<file path="config.mk">
export PLATFORM = sky130hd
export DESIGN_NAME = wb_stage_pipelined
export DESIGN_NICKNAME = d
export VERILOG_FILES = /design/src/rtl/wb_stage_pipelined.sv
export SDC_FILE = /design/constraint.sdc
export NUM_CORES = 1
export LEC_CHECK = 0
export ABC_CLOCK_PERIOD_IN_PS = 3800
export CORE_MARGIN = 3
export CORE_UTILIZATION = 45
export CTS_CLUSTER_DIAMETER = 40
export DETAILED_ROUTE_END_ITERATION = 8
export GPL_ROUTABILITY_DRIVEN = 0
export PLACE_DENSITY = 0.86
export SLEW_MARGIN = 20
export SYNTH_ARGS = -nofsm -noshare
export SYNTH_HDL_FRONTEND = slang
export SYNTH_SLANG_ARGS = --single-unit
</file>
<file path="constraint.sdc">
create_clock -name Clock -period 3.8 [get_ports Clock]
set_input_delay 0.76 -clock Clock [delete_from_list [all_inputs] [get_ports Clock]]
set_output_delay 0.76 -clock Clock [all_outputs]
set_load 0.02 [all_outputs]
</file>
<file path="src/rtl/wb_stage_pipelined.sv">
// Write-back stage: MEM/WB register, load extension, source select and a one-cycle bypass copy.
// Optional WB_RETIRE_COUNT_EN adds a 32-bit RetireCount output counting retired valid instructions.
module wb_stage_pipelined #(
    parameter int DATA_W             = 32,
    parameter int REG_ADDR_W         = 5,
    parameter int ZERO_REG_HARDWIRED = 1
) (
    input  logic                          Clock,
    input  logic                          Reset,
    input  logic                          Stall,
    input  logic                          Flush,
    input  logic                          InValid,
    input  logic                          InRegWrite,
    input  logic [REG_ADDR_W-1:0]         InWriteReg,
    input  logic [1:0]                    InWbSel,
    input  logic [DATA_W-1:0]             InALUResult,
    input  logic [DATA_W-1:0]             InR_Data,
    input  logic [DATA_W-1:0]             InLinkAddr,
    input  logic [DATA_W-1:0]             InUpperImm,
    input  logic [2:0]                    InLdMode,
    input  logic [$clog2(DATA_W/8)-1:0]   InByteOff,
    output logic                          RegWrite_out,
    output logic [REG_ADDR_W-1:0]         WriteReg_out,
    output logic [DATA_W-1:0]             regWriteData_output,
    output logic                          BypValid,
    output logic [REG_ADDR_W-1:0]         BypReg,
    output logic [DATA_W-1:0]             BypData
`ifdef WB_RETIRE_COUNT_EN
    ,
    output logic [31:0]                   RetireCount
`endif
);

    localparam int OFF_W = $clog2(DATA_W/8);

    // Selects the addressed byte/half lane and extends it; unknown modes fall back to the full word.
    function automatic logic [DATA_W-1:0] load_extend(
        input logic [DATA_W-1:0] word,
        input logic [2:0]        mode,
        input logic [OFF_W-1:0]  off
    );
        logic signed [7:0]  lane_b;
        logic signed [15:0] lane_h;
        logic [OFF_W-1:0]   hoff;
        hoff   = off >> 1;
        lane_b = word[8*off +: 8];
        lane_h = word[16*hoff +: 16];
        case (mode)
            3'd1:    load_extend = DATA_W'(lane_b);
            3'd2:    load_extend = DATA_W'($unsigned(lane_b));
            3'd3:    load_extend = DATA_W'(lane_h);
            3'd4:    load_extend = DATA_W'($unsigned(lane_h));
            default: load_extend = word;
        endcase
    endfunction

    logic                    vld_p1;
    logic                    regwrite_p1;
    logic [REG_ADDR_W-1:0]   wreg_p1;
    logic [1:0]              wbsel_p1;
    logic [DATA_W-1:0]       alu_p1;
    logic [DATA_W-1:0]       rdata_p1;
    logic [DATA_W-1:0]       link_p1;
    logic [DATA_W-1:0]       uimm_p1;
    logic [2:0]              ldmode_p1;
    logic [OFF_W-1:0]        byteoff_p1;

    logic                    vld_p2;
    logic [REG_ADDR_W-1:0]   breg_p2;
    logic [DATA_W-1:0]       bdata_p2;

    logic                    zero_reg_hit;
    logic [DATA_W-1:0]       wdata;

    // ---- MEM -> WB boundary (p0 inputs captured into p1) ----
    always_ff @(posedge Clock) begin
        if (Reset) begin
            vld_p1      <= 1'b0;
            regwrite_p1 <= 1'b0;
            wreg_p1     <= '0;
            wbsel_p1    <= '0;
            alu_p1      <= '0;
            rdata_p1    <= '0;
            link_p1     <= '0;
            uimm_p1     <= '0;
            ldmode_p1   <= '0;
            byteoff_p1  <= '0;
        end else if (Flush) begin
            vld_p1      <= 1'b0;
            regwrite_p1 <= 1'b0;
        end else if (!Stall) begin
            vld_p1      <= InValid;
            regwrite_p1 <= InRegWrite;
            wreg_p1     <= InWriteReg;
            wbsel_p1    <= InWbSel;
            alu_p1      <= InALUResult;
            rdata_p1    <= InR_Data;
            link_p1     <= InLinkAddr;
            uimm_p1     <= InUpperImm;
            ldmode_p1   <= InLdMode;
            byteoff_p1  <= InByteOff;
        end
    end

    always_comb begin
        wdata = alu_p1;
        case (wbsel_p1)
            2'd1:    wdata = load_extend(rdata_p1, ldmode_p1, byteoff_p1);
            2'd2:    wdata = link_p1;
            2'd3:    wdata = uimm_p1;
            default: wdata = alu_p1;
        endcase
    end

    assign zero_reg_hit        = (ZERO_REG_HARDWIRED != 0) && (wreg_p1 == '0);
    assign RegWrite_out        = vld_p1 & regwrite_p1 & ~zero_reg_hit;
    assign WriteReg_out        = wreg_p1;
    assign regWriteData_output = wdata;

    // ---- WB -> bypass boundary (p1 committed write copied into p2) ----
    always_ff @(posedge Clock) begin
        if (Reset) begin
            vld_p2   <= 1'b0;
            breg_p2  <= '0;
            bdata_p2 <= '0;
        end else if (Stall) begin
            // A held instruction must not be reported to decode a second time.
            vld_p2   <= 1'b0;
        end else begin
            vld_p2   <= RegWrite_out;
            breg_p2  <= wreg_p1;
            bdata_p2 <= wdata;
        end
    end

    assign BypValid = vld_p2;
    assign BypReg   = breg_p2;
    assign BypData  = bdata_p2;

`ifdef WB_RETIRE_COUNT_EN
    logic [31:0] retire_cnt;

    always_ff @(posedge Clock) begin
        if (Reset) begin
            retire_cnt <= '0;
        end else if (vld_p1 && !Stall) begin
            retire_cnt <= retire_cnt + 32'd1;
        end
    end

    assign RetireCount = retire_cnt;
`endif

endmodule

</file>
==> results of run 1 <==
-- timing repair --
action	CTS	global route
pin swaps	0	1
buffers inserted	0	2
resized for setup	3	1
endpoints found under the setup margin	14	7
-- synth_stat cells, types with 9 or more instances --
cell type	n
nor3_1	23
o21ai_2	10
o32ai_1	9
a21oi_1	150
dfxtp_1	180
o221ai_1	9
a22oi_1	15
buf_2	12
a2bb2oi_1	15
mux2i_1	30
o2bb2ai_2	10
nand2_1	328
nor4_1	15
nor2_1	32
clkbuf_1	67
nor2b_1	15
mux2_2	17
o21ai_0	17
-- final cells by class --
class,count,area [um^2]
Fill cell,1490,6526
Multi-Input combinational cell,767,4214
Sequential cell,180,3606
Timing Repair Buffer,237,2350
Clock buffer,17,425.4
Tap cell,225,281.5
Clock inverter,15,182.7
Inverter,3,11.26
-- report_power, final --
part / switching, mW / internal [mW]
clock network: 0.787 / 1.04
logic: 0.410 / 0.354
registers: 0.0782 / 1.97
total: 1.28 / 3.36
-- tightest hold or removal path: stages, from the launching register on --
cell     delay, ns
dfxtp_1       0.31
nand2_1       0.05
a21oi_1       0.05
-- per-layer routing --
layer	vias to the layer above	global-route usage [%]	wire, um
met5	-	0	0
met2	469	42.56	12920
met4	0	10.40	1025
li1	3918	-	-
met1	3910	37.67	11780
met3	68	6.072	2732
-- worst max-delay path by stage --
stage                                    to  cells after the start                       from
detailed placement  regWriteData_output[15]                      5  ldmode_p1[1]$_SDFFE_PP0P_
global placement    regWriteData_output[15]                      5  ldmode_p1[2]$_SDFFE_PP0P_
global route        regWriteData_output[14]                      5  ldmode_p1[1]$_SDFFE_PP0P_
CTS                 regWriteData_output[27]                      5   wbsel_p1[0]$_SDFFE_PP0P_
finish              regWriteData_output[29]                      5   wbsel_p1[0]$_SDFFE_PP0P_
floorplan           regWriteData_output[25]                      8  ldmode_p1[0]$_SDFFE_PP0P_
-- cell families (layout without fill, tap and decap cells) --
logic type,Yosys count,after routing
and+or+nand+nor,440,440
AOI/OAI and AO/OA,277,277
DFF,180,180
buffers and inverters,93,272
muxes,48,48
xor gates and xnor gates,2,2
-- flip-flops by register name, summed over array words and instances, names as in the netlist --
| signal | flops |
|---|---|
| BypData | 32 |
| BypReg | 5 |
| BypValid | 1 |
| WriteReg_out | 5 |
| alu_p1 | 32 |
| byteoff_p1 | 2 |
| ldmode_p1 | 3 |
| link_p1 | 32 |
| rdata_p1 | 32 |
| regwrite_p1 | 1 |
| uimm_p1 | 32 |
| vld_p1 | 1 |
| wbsel_p1 | 2 |
==> out/qor.csv, run 1 <==
metric;value;unit
outcome;completed;
synth-to-layout area growth;34.82;%
Avg Cell Area, Syn;7.896;um^2
Post-synth EDFFs;0;
diodes inserted;0;
worst path arrival time;2.97;ns
Rows;48;
Slew @ Worst Pin;0.8122;ns
clk root buf;clkbuf_16;
first-pass GRT wire length;43.15;mm
HP Class;register to register;
largest net degree at the start of global routing;122;
ys flop type;dfxtp_1;
Critical path buffers and inverters;1;
synth warn;0;
final worst slack;0.06924;ns
Die Span Y;141.1;um
power density cells;419.1;nW/um^2
XOR/XNOR Fraction of Synth Area;0.2133;%
worst reg2reg path depth;6;
commonest non-fill, non-tap cells in the layout;328 x nand2_1, 219 x clkdlybuf4s50_1, 178 x dfxtp_1;
worst slack at placement;0.4294;ns
Core Area;17600;um^2
final instance area;11070;um^2
clock skew;0.006660;ns
Placed Area;10440;um^2
min Tclk post-route;3.731;ns
Slowest-stage cell, CP;clkdlybuf4s50_1;
Layout Utilization;62.91;%
RR Endpoint;BypData[30]$_SDFFE_PP0N_;
Crit. End Element;output port;
P_leak;3.833;nW
hold wc startpoint;uimm_p1[16]$_SDFFE_PP0P_;
GRT Util Overall;27.52;%
startpoint types;register;
cts bufs inserted;17;
Post-DP HPWL;20.64;mm
Via Count;8365;
final hold viol count;0;
period utilization;98.18;%
r2r startpoint;wbsel_p1[0]$_SDFFE_PP0P_;
dpl cells;1410;
worst hold slack;0.4542;ns
nets@finish;1352;
worst-path fanout max;16;
IO Count;222;
DRC violations left;0;
maximum VDD drop;0.0003422;V
drt pass-1 iters;5;
most common cell after layout, fill and taps aside;nand2_1;
Setup Crit Path Kind;register to output port;
WL/cell;19.71;um
largest family of logic cells by synthesized area;simple AND/OR/NAND/NOR gates;
multiplexer share of the synthesized area;6.262;%
vias in the first global route;7647;
H-Tree Depth;4;
PnR Total Power;4.639;mW
initial antenna violation count;0;
top post-synthesis cells by area;dfxtp_1 44%, nand2_1 15%, a21oi_1 9.1%;
Synth Cell Area;8212;um^2
Routed Antenna Nets;0;
RSZ-0062 raised after global routing;no;
Endpoint, Worst Hold;uimm_p1[16]$_SDFFE_PP0P_;
CTS tree;yes;
layout cells sized above 1;8.532;%
post-synthesis adder-cell area fraction;0;%
area share of the largest cell type after synthesis;43.88;%
DR vias/cell;5.793;
final WL;28.46;mm
hold path cells;2;
post-synthesis async set-or-reset flop share;0;%
worst rel slew slack;45.85;%
non-filler cells, final;1444;
Max Slew Vio Count;0;
Gate Count Post-Synth;1040;
chip width;141.1;um
clk slew on worst S/H paths;0.07;ns
clk sinks;180;
dominant cell type by area after synthesis;dfxtp_1;
CP top delay family;compound AO/OA/AOI/OAI gates;
Post-Synth Simple-Gate Area;22.79;%
post-synthesis register bit count;180;
r2r setup slk;1.65;ns
Die ar.;19910;um^2
global route overflow;0;
Compound-Gate Fraction of Synth Area;21.83;%
Max Clk Rate;268.0;MHz
Distinct cells, synth;52;
Starting Density;46.67;%
CTS Buffer Depth;2;
Starting DRT DRC Count;947;
Syn Nets;1186;
max-cap viol count;0;
clk_lat worst skew;0.44;ns
PortBufs;221;
Final setup viols;0;
Req. time, crit path;3.04;ns
sequential element share of the synthesized area;43.88;%
worst stage delay on the critical path;0.63;ns
CTS Hold Bufs;0;
Post-Route Setup TNS;0;ns
crit path cell chain;nor2b_1 -> a21boi_1 -> nand3_4 -> o21ai_1 -> clkdlybuf4s50_1;
Power figures use the tool's default switching activity.
==> run 2, diff against run 1 <==
Settings changed: SKIP_CTS_REPAIR_TIMING set to 1.
==> out/qor.csv, run 2 (synthesized netlist as in run 1, its figures left out) <==
metric;value;unit;change
chip width;141.1;um;unchanged
commonest non-fill, non-tap cells in the layout;328 x nand2_1, 219 x clkdlybuf4s50_1, 177 x dfxtp_1;;was 328 x nand2_1, 219 x clkdlybuf4s50_1, 178 x dfxtp_1
Crit. End Element;output port;;unchanged
clk slew on worst S/H paths;0.07;ns;about the same
Slew @ Worst Pin;0.8100;ns;was 0.8122 ns
nets@finish;1352;;unchanged
initial antenna violation count;0;;unchanged
HP Class;register to register;;unchanged
CTS tree;yes;;unchanged
worst reg2reg path depth;6;;unchanged
Slowest-stage cell, CP;clkdlybuf4s50_1;;unchanged
worst-path fanout max;16;;unchanged
period utilization;97.64;%;was 98.18%
worst path arrival time;2.95;ns;was 2.97 ns
Rows;48;;unchanged
Placed Area;10440;um^2;unchanged
Req. time, crit path;3.04;ns;about the same
power density cells;418.9;nW/um^2;was 419.1 nW/um^2
final hold viol count;0;;unchanged
Routed Antenna Nets;0;;unchanged
worst hold slack;0.4553;ns;was 0.4542 ns
clk sinks;180;;unchanged
worst rel slew slack;46.00;%;was 45.85%
worst slack at placement;0.4294;ns;unchanged
cts bufs inserted;17;;unchanged
most common cell after layout, fill and taps aside;nand2_1;;unchanged
r2r setup slk;1.67;ns;was 1.65 ns
Post-DP HPWL;20.64;mm;unchanged
hold path cells;2;;unchanged
startpoint types;register;;unchanged
Die Span Y;141.1;um;unchanged
Final setup viols;0;;unchanged
Layout Utilization;62.92;%;was 62.91%
clk_lat worst skew;0.44;ns;about the same
largest net degree at the start of global routing;122;;unchanged
drt pass-1 iters;7;;was 5
layout cells sized above 1;8.614;%;was 8.532%
PnR Total Power;4.638;mW;was 4.639 mW
final WL;28.63;mm;was 28.46 mm
Core Area;17600;um^2;unchanged
final worst slack;0.08950;ns;was 0.06924 ns
clock skew;0.008245;ns;was 0.006660 ns
final instance area;11070;um^2;about the same
clk root buf;clkbuf_16;;unchanged
max-cap viol count;0;;unchanged
first-pass GRT wire length;43.15;mm;unchanged
diodes inserted;0;;unchanged
GRT Util Overall;27.52;%;unchanged
outcome;completed;;unchanged
Via Count;8451;;was 8365
dpl cells;1410;;unchanged
WL/cell;19.83;um;was 19.71 um
DR vias/cell;5.852;;was 5.793
Setup Crit Path Kind;register to output port;;unchanged
Starting Density;46.67;%;unchanged
worst stage delay on the critical path;0.63;ns;about the same
vias in the first global route;7647;;unchanged
Post-Route Setup TNS;0;ns;unchanged
RSZ-0062 raised after global routing;no;;unchanged
CTS Buffer Depth;2;;unchanged
non-filler cells, final;1444;;unchanged
Max Clk Rate;269.5;MHz;was 268.0 MHz
IO Count;222;;unchanged
global route overflow;0;;unchanged
H-Tree Depth;4;;unchanged
P_leak;3.833;nW;about the same
PortBufs;221;;unchanged
crit path cell chain;nor2b_1 -> a21boi_1 -> nand3_4 -> o21ai_1 -> clkdlybuf4s50_1;;unchanged
Max Slew Vio Count;0;;unchanged
synth-to-layout area growth;34.83;%;was 34.82%
Die ar.;19910;um^2;unchanged
Starting DRT DRC Count;1133;;was 947
maximum VDD drop;0.0003400;V;was 0.0003422 V
min Tclk post-route;3.710;ns;was 3.731 ns
DRC violations left;0;;unchanged
==> run 2: cell counts in the layout (fill, tap and decap cells not counted) <==
No cell type changed its count.
==> run 2: worst max-delay path: cells and delay by family (launching register included) <==
family	cells	cell delay (ns)
AND/OR/NAND/NOR	2	0.66
AO/OA/AOI/OAI	2	0.71
flip-flops	1	0.51
buffers and inverters	1	0.63
==> run 2: routing by layer <==
metal / global-route usage [%] / vias to the layer above / part of all wire (%)
li1: - / 3925 / -
met5: 0 / - / 0
met4: 10.40 / 0 / 3.7
met2: 42.56 / 516 / 45
met1: 37.67 / 3915 / 41
met3: 6.072 / 95 / 10
==> run 2: where the power goes <==
group	leakage, nW	internal, mW	switching (mW)
logic	2.09	0.354	0.409
clock network	0.274	1.04	0.785
registers	1.47	1.97	0.0791
==> run 2: worst paths after layout <==
path | startpoint | to
hold reg to reg | link_p1[21]$_SDFFE_PP0P_ | link_p1[21]$_SDFFE_PP0P_
setup reg to reg | wbsel_p1[0]$_SDFFE_PP0P_ | BypData[30]$_SDFFE_PP0N_
hold / removal | link_p1[21]$_SDFFE_PP0P_ | link_p1[21]$_SDFFE_PP0P_
setup / recovery | wbsel_p1[0]$_SDFFE_PP0P_ | regWriteData_output[27]
==> run 2: layout make-up <==
cell class	instances	area, um^2
inverter	3	11.26
tap	225	281.5
clock buffer	17	425.4
clock inverter	15	182.7
sequential	180	3607
timing repair buffer	237	2350
fill	1486	6525
multi-input combinational	767	4214
==> run 3, diff against run 2 <==
Settings changed: RECOVER_POWER set to 50.
==> out/qor.csv, run 3 (synthesized netlist as in run 1, its figures left out) <==
metric;value;unit;change
PnR Total Power;4.630;mW;was 4.638 mW
Slowest-stage cell, CP;clkdlybuf4s50_1;;unchanged
P_leak;3.850;nW;was 3.833 nW
Via Count;8413;;was 8451
RSZ-0062 raised after global routing;no;;unchanged
Routed Antenna Nets;0;;unchanged
commonest non-fill, non-tap cells in the layout;328 x nand2_1, 211 x clkdlybuf4s50_1, 177 x dfxtp_1;;was 328 x nand2_1, 219 x clkdlybuf4s50_1, 177 x dfxtp_1
worst hold slack;0.4551;ns;was 0.4553 ns
DRC violations left;0;;unchanged
failing checks;max-capacitance violations, max-slew violations;;
drt pass-1 iters;6;;was 7
GR Util met1;37.67;%;unchanged
hold wc startpoint;alu_p1[26]$_SDFFE_PP0P_;;was link_p1[21]$_SDFFE_PP0P_
Core Area;17600;um^2;unchanged
Filler cells;1490;;was 1486
final worst slack;0.08867;ns;was 0.08950 ns
vias in the first global route;7647;;unchanged
Rows;48;;unchanged
clock skew;0.006782;ns;was 0.008245 ns
first-pass GRT wire length;43.15;mm;unchanged
Die Span Y;141.1;um;unchanged
worst path arrival time;2.95;ns;about the same
Req. time, crit path;3.04;ns;about the same
layout cells sized above 1;8.368;%;was 8.614%
CTS Buffer Depth;2;;unchanged
IO Count;222;;unchanged
clk root buf;clkbuf_16;;unchanged
Most Crowded Layer GR;met2;;unchanged
start point of the critical path;wbsel_p1[0]$_SDFFE_PP0P_;;unchanged
maximum VDD drop;0.0003395;V;was 0.0003400 V
initial antenna violation count;0;;unchanged
Starting DRT DRC Count;1118;;was 1133
HP Class;register to register;;unchanged
max-cap viol count;2;;was 0
CTS tree;yes;;unchanged
Setup Crit Path Kind;register to output port;;unchanged
Max Slew Vio Count;115;;was 0
final hold viol count;0;;unchanged
Starting Density;46.67;%;unchanged
Die ar.;19910;um^2;unchanged
clk slew on worst S/H paths;0.07;ns;about the same
WL/cell;19.80;um;was 19.83 um
GR Util met3;6.072;%;unchanged
nets@finish;1352;;unchanged
outcome;finished with violations;;was completed
Max Clk Rate;269.4;MHz;was 269.5 MHz
Slew @ Worst Pin;1.598;ns;was 0.8100 ns
Post-DP HPWL;20.64;mm;unchanged
worst slack at placement;0.4294;ns;unchanged
worst rel slew slack;-6.552;%;was 46.00%
most common cell after layout, fill and taps aside;nand2_1;;unchanged
global route overflow;0;;unchanged
worst-path fanout max;16;;unchanged
clk_lat worst skew;0.44;ns;about the same
final WL;28.59;mm;was 28.63 mm
clk sinks;180;;unchanged
final instance area;11060;um^2;was 11070 um^2
chip width;141.1;um;unchanged
largest net degree at the start of global routing;122;;unchanged
power density cells;418.7;nW/um^2;was 418.9 nW/um^2
GRT Util Overall;27.52;%;unchanged
Reg area;3607;um^2;unchanged
startpoint types;register;;unchanged
multi-input logic area;4212;um^2;was 4214 um^2
met2 GRT Util;42.56;%;unchanged
period utilization;97.67;%;was 97.64%
PortBufs;221;;unchanged
Final setup viols;0;;unchanged
Placed Area;10440;um^2;unchanged
cts bufs inserted;17;;unchanged
H-Tree Depth;4;;unchanged
crit path cell chain;nor2b_1 -> a21boi_1 -> nand3_4 -> o21ai_1 -> clkdlybuf4s50_1;;unchanged
min Tclk post-route;3.711;ns;was 3.710 ns
Crit. End Element;output port;;unchanged
diodes inserted;0;;unchanged
worst stage delay on the critical path;0.63;ns;about the same
synth-to-layout area growth;34.68;%;was 34.83%
r2r startpoint;wbsel_p1[0]$_SDFFE_PP0P_;;unchanged
DR vias/cell;5.826;;was 5.852
run 3: changes by cell type in the layout (fill, tap and decap cells not counted):
cell,change
clkbuf_1,+2
or2_0,+1
buf_2,-1
clkbuf_2,+2
buf_4,-3
dlygate4sd3_1,+8
clkdlybuf4s50_1,-8
or2_4,-1
run 3: stage by stage:
stage               std cells  setup TNS [ns]  util [%]
floorplan                1040               0         -
global placement         1410               0     59.33
detailed placement       1410               0     59.33
CTS                      1442         -0.4150     62.78
global route             1444               0     62.85
finish                   1444               0     62.85
run 3: worst max-delay path, delay by kind of cell (launching register included):
family	cells	cell delay (ns)
buffers and inverters	1	0.63
flip-flops	1	0.51
AND/OR/NAND/NOR	2	0.67
AO/OA/AOI/OAI	2	0.70
run 3: final cells by class:
cell class / count / share of cell area [%]
Clock buffer: 17 / 3.847
Clock inverter: 15 / 1.652
Multi-Input combinational cell: 767 / 38.08
Timing Repair Buffer: 237 / 21.16
Tap cell: 225 / 2.546
Sequential cell: 180 / 32.62
Inverter: 3 / 0.1018
run 3: path summary, 6_finish.rpt:
check	end	slack [ns]	depth (start not counted)
worst min register to register	alu_p1[26]$_SDFFE_PP0P_	0.46	2
worst max register to register	BypData[30]$_SDFFE_PP0N_	1.61	6
worst min-delay path	alu_p1[26]$_SDFFE_PP0P_	0.46	2
worst max-delay path	regWriteData_output[27]	0.09	5
run 3: where the power goes:
part           switching, mW  internal, mW  total, mW
Sequential            0.0784          1.97       2.05
Clock                  0.780          1.04       1.82
Combinational          0.410         0.352      0.761
run 3: routing by layer:
| metal | vias up | share of wire [%] |
|---|---|---|
| li1 | 3922 | - |
| met1 | 3920 | 41 |
| met2 | 497 | 45 |
| met3 | 74 | 10 |
| met4 | 0 | 3.6 |
| met5 | - | 0 |
